`src/rtl/hpdcache_mem_read_responder.sv`:
```
// HPDcache refill responder: queues line read requests, reads a
// single-port sync RAM one beat at a time and returns response bursts.
module hpdcache_mem_read_responder #(
  parameter int unsigned PA_WIDTH       = 49,
  parameter int unsigned MEM_DATA_WIDTH = 128,
  parameter int unsigned MEM_ID_WIDTH   = 7,
  parameter int unsigned REQ_FIFO_DEPTH = 2,
  parameter int unsigned RAM_ADDR_WIDTH = 16
) (
  input  logic                      clk_i,
  input  logic                      rst_ni,
  input  logic                      req_valid_i,
  output logic                      req_ready_o,
  input  logic [PA_WIDTH-1:0]       req_addr_i,
  input  logic [7:0]                req_len_i,
  input  logic [2:0]                req_size_i,
  input  logic [MEM_ID_WIDTH-1:0]   req_id_i,
  output logic                      rsp_valid_o,
  input  logic                      rsp_ready_i,
  output logic [MEM_DATA_WIDTH-1:0] rsp_data_o,
  output logic [MEM_ID_WIDTH-1:0]   rsp_id_o,
  output logic                      rsp_last_o,
  output logic [1:0]                rsp_error_o,
  output logic                      ram_rd_o,
  output logic [RAM_ADDR_WIDTH-1:0] ram_addr_o,
  input  logic [MEM_DATA_WIDTH-1:0] ram_rdata_i
);

  localparam int unsigned BEAT_BYTES = MEM_DATA_WIDTH / 8;
  localparam int unsigned OFF = $clog2(BEAT_BYTES);
  localparam int unsigned PTR_W =
    (REQ_FIFO_DEPTH > 1) ? $clog2(REQ_FIFO_DEPTH) : 1;
  localparam int unsigned CNT_W = $clog2(REQ_FIFO_DEPTH + 1);

  typedef struct packed {
    logic [PA_WIDTH-1:0]     addr;
    logic [7:0]              len;
    logic [2:0]              size;
    logic [MEM_ID_WIDTH-1:0] id;
  } req_t;

  typedef enum logic [1:0] {
    IDLE,
    ISSUE,
    HOLD
  } state_t;

  req_t             mem_q [REQ_FIFO_DEPTH];
  logic [PTR_W-1:0] wr_ptr_q;
  logic [PTR_W-1:0] rd_ptr_q;
  logic [CNT_W-1:0] cnt_q;
  logic [CNT_W-1:0] cnt_d;
  logic             push;
  logic             pop;
  req_t             head;
  logic             head_err;
  logic [RAM_ADDR_WIDTH-1:0] head_word;

  state_t                    state_q;
  logic [RAM_ADDR_WIDTH-1:0] base_q;
  logic [7:0]                len_q;
  logic [7:0]                k_q;
  logic                      err_q;
  logic                      fresh_q;
  logic [MEM_DATA_WIDTH-1:0] data_q;
  logic [MEM_DATA_WIDTH-1:0] beat_data;

  function automatic logic [PTR_W-1:0] ptr_inc(
    input logic [PTR_W-1:0] p
  );
    return (p == PTR_W'(REQ_FIFO_DEPTH - 1)) ? '0 : p + PTR_W'(1);
  endfunction

  assign push  = req_valid_i && req_ready_o;
  assign pop   = (state_q == IDLE) && (cnt_q != '0);
  assign cnt_d = cnt_q + CNT_W'(push) - CNT_W'(pop);

  assign head      = mem_q[rd_ptr_q];
  assign head_err  = (head.size != 3'(OFF)) ||
                     (head.addr[OFF-1:0] != '0);
  assign head_word = RAM_ADDR_WIDTH'(head.addr >> OFF);

  always_ff @(posedge clk_i) begin
    if (push) begin
      mem_q[wr_ptr_q] <= '{addr: req_addr_i, len: req_len_i,
                           size: req_size_i, id: req_id_i};
    end
  end

  // Ready comes from next occupancy so it never sees req_valid_i.
  always_ff @(posedge clk_i or negedge rst_ni) begin
    if (!rst_ni) begin
      wr_ptr_q    <= '0;
      rd_ptr_q    <= '0;
      cnt_q       <= '0;
      req_ready_o <= 1'b1;
    end else begin
      if (push) wr_ptr_q <= ptr_inc(wr_ptr_q);
      if (pop)  rd_ptr_q <= ptr_inc(rd_ptr_q);
      cnt_q       <= cnt_d;
      req_ready_o <= (cnt_d != CNT_W'(REQ_FIFO_DEPTH));
    end
  end

  // RAM data only lands in the first HOLD cycle; afterwards it is
  // replayed from data_q so the beat stays stable under backpressure.
  assign beat_data  = err_q ? '0 : ram_rdata_i;
  assign rsp_data_o = fresh_q ? beat_data : data_q;

  always_ff @(posedge clk_i or negedge rst_ni) begin
    if (!rst_ni) begin
      state_q     <= IDLE;
      base_q      <= '0;
      len_q       <= '0;
      k_q         <= '0;
      err_q       <= 1'b0;
      fresh_q     <= 1'b0;
      data_q      <= '0;
      rsp_valid_o <= 1'b0;
      rsp_id_o    <= '0;
      rsp_last_o  <= 1'b0;
      rsp_error_o <= 2'b00;
      ram_rd_o    <= 1'b0;
      ram_addr_o  <= '0;
    end else begin
      case (state_q)
        IDLE: begin
          if (pop) begin
            base_q     <= head_word;
            len_q      <= head.len;
            rsp_id_o   <= head.id;
            err_q      <= head_err;
            k_q        <= '0;
            ram_rd_o   <= !head_err;
            ram_addr_o <= head_word;
            state_q    <= ISSUE;
          end
        end
        ISSUE: begin
          ram_rd_o    <= 1'b0;
          rsp_valid_o <= 1'b1;
          rsp_last_o  <= (k_q == len_q);
          rsp_error_o <= err_q ? 2'b10 : 2'b00;
          fresh_q     <= 1'b1;
          state_q     <= HOLD;
        end
        HOLD: begin
          fresh_q <= 1'b0;
          if (fresh_q) data_q <= beat_data;
          if (rsp_ready_i) begin
            rsp_valid_o <= 1'b0;
            rsp_last_o  <= 1'b0;
            rsp_error_o <= 2'b00;
            if (rsp_last_o) begin
              state_q <= IDLE;
            end else begin
              k_q        <= k_q + 8'd1;
              ram_rd_o   <= !err_q;
              ram_addr_o <= base_q + RAM_ADDR_WIDTH'(k_q)
                            + RAM_ADDR_WIDTH'(1);
              state_q    <= ISSUE;
            end
          end
        end
        default: state_q <= IDLE;
      endcase
    end
  end

endmodule

```
`config.mk`:
```
export PLATFORM = sky130hd
export DESIGN_NAME = hpdcache_mem_read_responder
export DESIGN_NICKNAME = d
export VERILOG_FILES = /design/src/rtl/hpdcache_mem_read_responder.sv
export SDC_FILE = /design/constraint.sdc
export NUM_CORES = 1
export LEC_CHECK = 0
export ABC_AREA = 1
export CAP_MARGIN = 20
export CORE_ASPECT_RATIO = 0.75
export CORE_UTILIZATION = 45
export CTS_CLUSTER_DIAMETER = 80
export CTS_CLUSTER_SIZE = 14
export DETAILED_ROUTE_END_ITERATION = 6
export MAX_ROUTING_LAYER = met4
export PLACE_DENSITY = 0.86
export SETUP_SLACK_MARGIN = 0.15
export SYNTH_ARGS = -nofsm -noshare
export SYNTH_HDL_FRONTEND = slang
export SYNTH_SLANG_ARGS = --single-unit
```
`constraint.sdc`:
```
create_clock -name clk_i -period 6.5 [get_ports clk_i]
set_input_delay 1.95 -clock clk_i [delete_from_list [all_inputs] [get_ports clk_i]]
set_output_delay 1.95 -clock clk_i [all_outputs]
set_load 0.005 [all_outputs]
```
# After elaboration in Yosys (flattened, before gate mapping)
# Memories as Yosys holds them, arrays and structs flattened.
# Cells that the tools add are included.
# word_totals
reg_bits	197
in_bits	199
ramBits	134
word_cells	78
memories	1
output_inout_bits	157
# mem_list
memory	words	word_bits	rd	rd_ports_with_merged_regs	wr	line	text
mem_q	2	67	1	0	1	48	req_t mem_q [REQ_FIFO_DEPTH];
# op_classes
n_mux	29
reduce_logical	16
addsub	7
n_eq_ne	8
# ops
cell	count
128-bit two-way mux	2
16-bit two-way mux	3
16-bit one-hot mux with 2 select lines	1
8-bit two-way mux	3
16-bit by 1-bit adder with 16-bit output (second input constant)	1
16-bit by 8-bit adder with 16-bit output	1
8-bit one-hot mux with 2 select lines	1
1-bit two-way mux	9
8-bit by 1-bit adder with 8-bit output (second input constant)	1
8-bit == test	1
2-bit two-way mux	4
2-bit != test (second input constant)	4
4-bit AND reduction	2
1-bit one-hot mux with 2 select lines	3
2-bit one-hot mux with 3 select lines	1
2-bit AND reduction	3
2-bit nonzero test	3
2-bit one-hot mux with 2 select lines	1
4-bit nonzero test	1
3-bit != test (second input constant)	1
1-bit one-hot mux with 3 select lines	1
3-bit nonzero test	1
1-bit adder (second input constant)	2
2-bit by 1-bit adder with 2-bit output	1
other kinds (7)	9

# Logic depth before layout (Yosys ltp)
# Gate-level depths: netlist (run 1).
# An unclocked memory read counts as a cell.
# depth
word_depth	6
depth_mapped	14
depth_no_buf	14

# Worst setup path before layout (run 1)
# Ideal clock, no wire load.
# synth_timing
path_type	input port to flip-flop
start	in req_valid_i
end	mem mem_q[0][0] (netlist bit), enable pin
arrival_time_ns	3.666
t_required_ns	6.067
path_buffers	0
setup_ns	0.433
slack_ns	2.401
path_stages	2
cell_sequence	nand2_1 nor2_1
# synth_between
elab_chain_len	3
# synth_lines
element	line	text
start: declaration	12	input logic req_valid_i,
1-bit logical AND	74	assign push = req_valid_i && req_ready_o;
1-bit two-way mux	84	if (push) begin
1-bit two-way mux (implied by the code)	85	mem_q[wr_ptr_q] <= '{addr: req_addr_i, len: req_len_i,
end: declaration	48	
# No other way between the ends.

# Worst setup path after layout (run 1)
# layout_timing
start	in ram_rdata_i[66]
end	out rsp_data_o[66]
# layout_between
elab_chain_len	2
# layout_lines
element	line	text
start: declaration	26	input logic [MEM_DATA_WIDTH-1:0] ram_rdata_i
128-bit two-way mux	107	assign beat_data = err_q ? '0 : ram_rdata_i;
128-bit two-way mux	--	
end: declaration	20	output logic [MEM_DATA_WIDTH-1:0] rsp_data_o,
# No other way between the ends.

==> metrics.cfg, run 1 <==
[setup_path]
regToRegStartpoint=state_q[0]
setup.worst_path.start_class=input port
timing.critical_path.to=rsp_data_o[66]
critical_path.max_stage_delay_ns=0.62
cp_data_arrival_time_ns=3.33
critPathSlowestCell=clkdlybuf4s50_1
critPathMaxFanout=2
cp_top_family=buffers and inverters
crit_cells=4
crit-reg2reg-capture=data_q[75]
cells_along_the_critical_path=clkdlybuf4s50_1, nand3_1, o21ai_0, clkdlybuf4s50_1
required_ns=4.55
critPathBufInv=2
worst_setup_path_startpoint=ram_rdata_i[66]
r2r_cells=5
critPathKind=input port to primary output
critical_path.most_common_cell=clkdlybuf4s50_1
ff2ff_setup_slack_ns=3.92
endpoint_kind=primary output

[placed_design]
port_buffers=325
dpl_worst_slack_ns=1.25
place.detailed.hpwl_mm=23.3
gpl.final_weighted_congestion=0.893

[clock_tree]
tritoncts=yes
total_of_hold_buffers_inserted_after_clock_tree_synthesis=0
cts.reportedPaths.clkPinSlew_ns=0.07
cts_root_buffer=clkbuf_16
clock_path_buffers=3
cts_resized=0
tritoncts_buffers=23
cts.htree.levels=1
clkLatencyLatePin_ns=0.51
buffers_inserted_during_post_cts_setup_optimization=0
clock_sink_count=272

[timing]
min_period_ns=5.28
relSlewSlack_pct=31.8
slew_viol_final=0
clock-skew-final_ns=0.0167
grt_setup_unrepaired=no
setup_total_negative_slack_ns=0
min_period_over_period_pct=81.3
timing.fmax_mhz=189
max_slew.worst_pin.slew_ns=1.02
finalHoldViolCount=0
setup_ws_ns=1.22
finalSetupViolCount=0

[route]
final_wirelength_mm=34.3
detail_route.vias_per_cell=5.15
detailedRoute.firstIterationViolations=700
antenna_violating_nets_post_route=0
route.detailed.wl_per_inst_um=16.0
drt_first_pass_iters=5
drcViolationCount=0
routed-via-count=11040

[cells_and_area]
multi_input_gate_area_in_the_final_layout_mm2=0.00456
design.final.nets=1960
seqCellArea_mm2=0.00719
relative_area_change_from_synthesis_to_final_layout_pct=31.5
most_common_cell_after_layout_fill_and_taps_aside=clkdlybuf4s50_1
post_route_cells_drive_above_1_share_pct=3.25
mostFrequentLayoutCells=324 x clkdlybuf4s50_1, 320 x nand2_1, 254 x o21ai_0, 194 x dfrtp_1, 178 x inv_1
n_fill_cell=2372

[logic_synthesis]
synth_nets=1693
postSynth.topFlopCell=dfrtp_1
synthesis.yosys.warnings=0
netlist_instances=1478
flip_flop_and_latch_count_after_synthesis=272
syn_avg_cell_area_um2=8.72
synth_enable_flop_cells=76
yosys.cell_types.count=40
synth_seq_area_share_pct=55.7
synth-async-reset-ratio_pct=72.1
netlist_area_mm2=0.0129

[grt]
globalRouteOverflowTotal=0
via_count_of_the_first_global_routing_pass=10370
gr-usage-all-layers_pct=23.4
number_of_antenna_violations_at_the_first_check_in_global_routing=4
grt_max_degree=111
first_pass_grt_wire_length_mm=53.3

[floorplan]
dieArea_mm2=0.0293
boundaryPins=356
core-area_mm2=0.0281
die_w_um=197
fp-row-count=53
fp.dieH_um=149
initial_utilization_pct=45.9

[power_and_ir_drop]
vdd_drop_max_uv=246
power.density_mw_per_mm2=335
leakagePower_nw=6.73

[worst_hold_path]
worst_hold_path_type=flop to flop

[run]
drv.max_cap_violation_count=0

[outcome]
outcome=completed

-- power by group --
part	internal, mW	total (mW)	switching (mW)
clock network	0.650	1.26	0.606
logic	0.750	2.06	1.31
registers	2.12	2.36	0.237
total	3.52	5.67	2.15
-- sequential cells by signal, indices dropped and copies added (netlist names), 2 cells and up --
name / cells
k_q: 8
rsp_id_o: 7
mem_q: 76
state_q: 2
data_q: 128
cnt_q: 2
base_q: 16
ram_addr_o: 16
len_q: 8
-- per-stage QoR --
step / util [%] / cells / instance area (um^2) / total power, mW / hold slack, ns
floorplan: - / 1478 / 12900 / 3.69 / 0.471
global placement: 57.8 / 2102 / 16300 / 4.33 / 0.470
detailed placement: 57.8 / 2102 / 16300 / 4.41 / 0.470
CTS: 60.1 / 2137 / 16900 / 5.69 / 0.490
global route: 60.3 / 2144 / 17000 / 6.04 / 0.527
finish: 60.3 / 2144 / 17000 / 5.67 / 0.488
-- layout make-up --
cell class / count / share of cell area [%]
clock inverter: 2 / 0.0664
timing repair buffer: 338 / 20.2
multi-input combinational: 931 / 26.9
clock buffer: 33 / 3.62
tap: 385 / 2.84
inverter: 179 / 3.98
sequential: 272 / 42.4
antenna: 4 / 0.0590
-- layer usage --
| metal | part of all wire (%) | vias up | wire, um | global-route usage (%) |
|---|---|---|---|---|
| li1 | - | 5405 | - | - |
| met1 | 42 | 5204 | 14600 | 29.5 |
| met3 | 6.6 | 76 | 2250 | 4.22 |
| met2 | 47 | 355 | 16200 | 37.9 |
| met5 | 0 | - | 0 | - |
| met4 | 3.7 | 0 | 1280 | 8.60 |
-- worst min-delay path by stage --
| stage | start | end | slack (ns) | cells past startpoint |
|---|---|---|---|---|
| after floorplan | data_q[113] | data_q[113] | 0.47 | 2 |
| after global placement | ram_addr_o[12] | ram_addr_o[12] | 0.47 | 2 |
| after detailed placement | ram_addr_o[3] | ram_addr_o[3] | 0.47 | 2 |
| after CTS | ram_addr_o[3] | ram_addr_o[3] | 0.49 | 2 |
| after global routing | data_q[114] | data_q[114] | 0.53 | 2 |
| final | ram_addr_o[3] | ram_addr_o[3] | 0.49 | 2 |
-- worst reg2reg max path: stages (launching register included) --
cell     delay [ns]
dfrtp_1        0.43
inv_1          0.15
ha_4           0.50
buf_12         0.32
buf_4          0.71
o21ai_0        0.31
-- cells in the mapped netlist, types with 12 or more instances --
cell / count / share of area, %
buf_1: 17 / 0.49
xor2_1: 17 / 1.2
buf_6: 12 / 1.0
edfxtp_1: 76 / 18
o21ai_0: 254 / 9.9
o21ai_1: 22 / 0.85
clkbuf_1: 34 / 0.99
nand3_1: 169 / 6.6
dfrtp_1: 195 / 38
a31oi_1: 23 / 1.1
nand2_1: 320 / 9.3
ha_1: 15 / 1.5
nor2_1: 56 / 1.6
inv_1: 179 / 5.2
buf_2: 27 / 1.0
-- logic make-up (layout without fill, tap and decap cells) --
kind of cell,after synthesis,count (layout),share of synthesized area (%)
AOI/OAI and AO/OA,325,325,13.5
xor gates and xnor gates,20,20,1.36
adders and majority gates,16,16,1.61
buffers and inverters,275,552,9.14
DFF,272,272,55.7
other,1,5,0.0291
and+or+nand+nor,569,569,18.6
Power figures use the tool's default switching activity.
==> run 2, diff against run 1 <==
==> constraint.sdc (replaced) <==
create_clock -name clk_i -period 5.2 [get_ports clk_i]
set_input_delay 1.56 -clock clk_i [delete_from_list [all_inputs] [get_ports clk_i]]
set_output_delay 1.56 -clock clk_i [all_outputs]
set_load 0.005 [all_outputs]
==> run 2 against run 1 <==
Against the previous run: global-route usage grew 0.22 points; setup slack worse by 0.49 ns; via count grew 0.67%; sequential cell count unchanged; combinational power rose by 26%; critical path type unchanged; critical endpoint is now rsp_data_o[34]; largest cell class unchanged; largest power group unchanged; highest routed layer unchanged.
==> metrics.cfg, run 2 (synthesis results as in run 1) <==
[outcome]
outcome=completed  ; unchanged

[cells_and_area]
layout_top_registers=data_q x128, mem_q x76  ; unchanged
n_fill_cell=2332  ; was 2372
relative_area_change_from_synthesis_to_final_layout_pct=31.9  ; was 31.5%
design.final.nets=1961  ; was 1960
largest_register_ffs=128  ; unchanged
final_util_pct=60.5  ; was 60.3%
multi_input_gate_area_in_the_final_layout_mm2=0.00456  ; unchanged
mostFrequentLayoutCells=324 x clkdlybuf4s50_1, 320 x nand2_1, 254 x o21ai_0, 194 x dfrtp_1, 178 x inv_1  ; unchanged
registers.top_by_ff_count=data_q  ; unchanged
most_common_cell_after_layout_fill_and_taps_aside=clkdlybuf4s50_1  ; unchanged
post_route_cells_drive_above_1_share_pct=3.30  ; was 3.25%
seqCellArea_mm2=0.00719  ; unchanged

[clock_tree]
tritoncts=yes  ; unchanged
clock_sink_count=272  ; unchanged
clkLatencyLatePin_ns=0.54  ; was 0.51 ns
cts.reportedPaths.clkPinSlew_ns=0.07  ; about the same
clock_path_buffers=3  ; unchanged
cts_root_buffer=clkbuf_16  ; unchanged
total_of_hold_buffers_inserted_after_clock_tree_synthesis=0  ; unchanged
cts.htree.levels=1  ; unchanged
cts_resized=0  ; unchanged
buffers_inserted_during_post_cts_setup_optimization=0  ; unchanged
tritoncts_buffers=23  ; unchanged

[timing]
min_period_ns=4.47
max_slew.worst_pin.slew_ns=1.00  ; was 1.02 ns
relSlewSlack_pct=33.3  ; was 31.8%
clock-skew-final_ns=0.0255  ; was 0.0167 ns
min_period_over_period_pct=86.0
timing.fmax_mhz=224
finalSetupViolCount=0  ; unchanged
slew_viol_final=0  ; unchanged
grt_setup_unrepaired=no  ; unchanged
setup_total_negative_slack_ns=0  ; unchanged
finalHoldViolCount=0  ; unchanged

[floorplan]
dieArea_mm2=0.0293  ; unchanged
fp.dieH_um=149  ; unchanged
fp-row-count=53  ; unchanged
die_w_um=197  ; unchanged
boundaryPins=356  ; unchanged
core-area_mm2=0.0281  ; unchanged
initial_utilization_pct=45.9  ; unchanged

[route]
detail_route.vias_per_cell=5.18  ; was 5.15
route.detailed.wl_per_inst_um=16.1  ; was 16.0 um
routed-via-count=11114  ; was 11040
drt_first_pass_iters=5  ; unchanged
routed-wl-met3_mm=2.30  ; was 2.25 mm
wl_met1_mm=14.6  ; about the same
drcViolationCount=0  ; unchanged
final_wirelength_mm=34.5  ; was 34.3 mm
antenna_violating_nets_post_route=0  ; unchanged
met2RoutedLength_mm=16.5  ; was 16.2 mm
topRoutingLayerUsed=met4  ; unchanged
detailedRoute.firstIterationViolations=781  ; was 700

[grt]
grt_max_degree=201  ; was 111
gr-usage-all-layers_pct=23.6  ; was 23.4%
number_of_antenna_violations_at_the_first_check_in_global_routing=3  ; was 4
globalRouteOverflowTotal=0  ; unchanged
via_count_of_the_first_global_routing_pass=10316  ; was 10370
first_pass_grt_wire_length_mm=53.8  ; was 53.3 mm

[placed_design]
port_buffers=325  ; unchanged
gpl.final_weighted_congestion=0.886  ; was 0.893
place.detailed.hpwl_mm=23.9  ; was 23.3 mm

[setup_path]
endpoint_kind=primary output  ; unchanged
setup.worst_path.start_class=input port  ; unchanged
regToRegStartpoint=state_q[0]  ; unchanged
critPathMaxFanout=2  ; unchanged
critPathKind=input port to primary output  ; unchanged
ff2ff_setup_slack_ns=2.41  ; was 3.92 ns
cp_data_arrival_time_ns=2.91  ; was 3.33 ns
r2r_cells=10  ; was 5
required_ns=3.64  ; was 4.55 ns
crit-reg2reg-capture=ram_addr_o[15]  ; was data_q[75]

[run]
drv.max_cap_violation_count=0  ; unchanged

[power_and_ir_drop]
vdd_drop_max_uv=319  ; was 246 uV
leakagePower_nw=6.75  ; was 6.73 nW
power.density_mw_per_mm2=419  ; was 335 mW/mm^2

[worst_hold_path]
min_delay_worst_endpoint=ram_addr_o[2]  ; was ram_addr_o[3]
worstHoldStart=ram_addr_o[2]  ; was ram_addr_o[3]
hold_path_depth=2  ; unchanged
worst_hold_path_type=flop to flop  ; unchanged

-- run 2: cell count changes in the layout (fill, tap and decap cells not counted) --
cell / delta
buf_12: +3
buf_4: -2
clkbuf_1: +1
clkinv_2: -1
diode_2: -1
inv_4: -1
inv_6: +2
-- run 2: power breakdown --
part | internal, mW | switching (mW)
clock | 0.819 | 0.758
combinational | 0.949 | 1.65
sequential | 2.66 | 0.288
-- run 2: how the worst max path moves through the flow --
stage          slack, ns            start             end  cells after the start
4_1_cts             0.72  ram_rdata_i[34]  rsp_data_o[34]                      4
6_report            0.73  ram_rdata_i[34]  rsp_data_o[34]                      4
3_5_place_dp        0.75  ram_rdata_i[56]  rsp_data_o[56]                      4
5_1_grt             0.68  ram_rdata_i[38]  rsp_data_o[38]                      4
2_1_floorplan       1.49      req_valid_i     mem_q[0][0]                      2
3_3_place_gp        0.78  ram_rdata_i[21]  rsp_data_o[21]                      4
-- run 2: worst max-delay path, stage by stage --
cell and delay, ns:
clkdlybuf4s50_1 0.49, nand3_1 0.09, o21ai_0 0.17, clkdlybuf4s50_1 0.61
-- run 2: area by class of cell --
| class | instances | share of cell area (%) |
|---|---|---|
| Clock inverter | 2 | 0.103 |
| Tap cell | 385 | 2.83 |
| Antenna cell | 3 | 0.0441 |
| Sequential cell | 272 | 42.3 |
| Multi-Input combinational cell | 931 | 26.8 |
| Timing Repair Buffer | 339 | 20.4 |
| Clock buffer | 34 | 3.63 |
| Inverter | 179 | 3.97 |
-- run 2: metrics by stage --
step | power, mW | worst slack, ns | cells | hold WS (ns) | cell area, um^2
after detailed placement | 5.55 | 0.746 | 2104 | 0.482 | 16300
final | 7.12 | 0.727 | 2145 | 0.493 | 17000
after floorplan | 4.61 | 1.49 | 1478 | 0.471 | 12900
after global routing | 7.60 | 0.683 | 2145 | 0.530 | 17000
after CTS | 7.15 | 0.719 | 2140 | 0.501 | 17000
after global placement | 5.44 | 0.782 | 2104 | 0.469 | 16300
-- run 2: layer usage --
metal,global-route usage (%),vias up
li1,-,5398
met1,30.9,5290
met2,37.1,356
met3,4.24,70
met4,8.26,0
met5,-,-
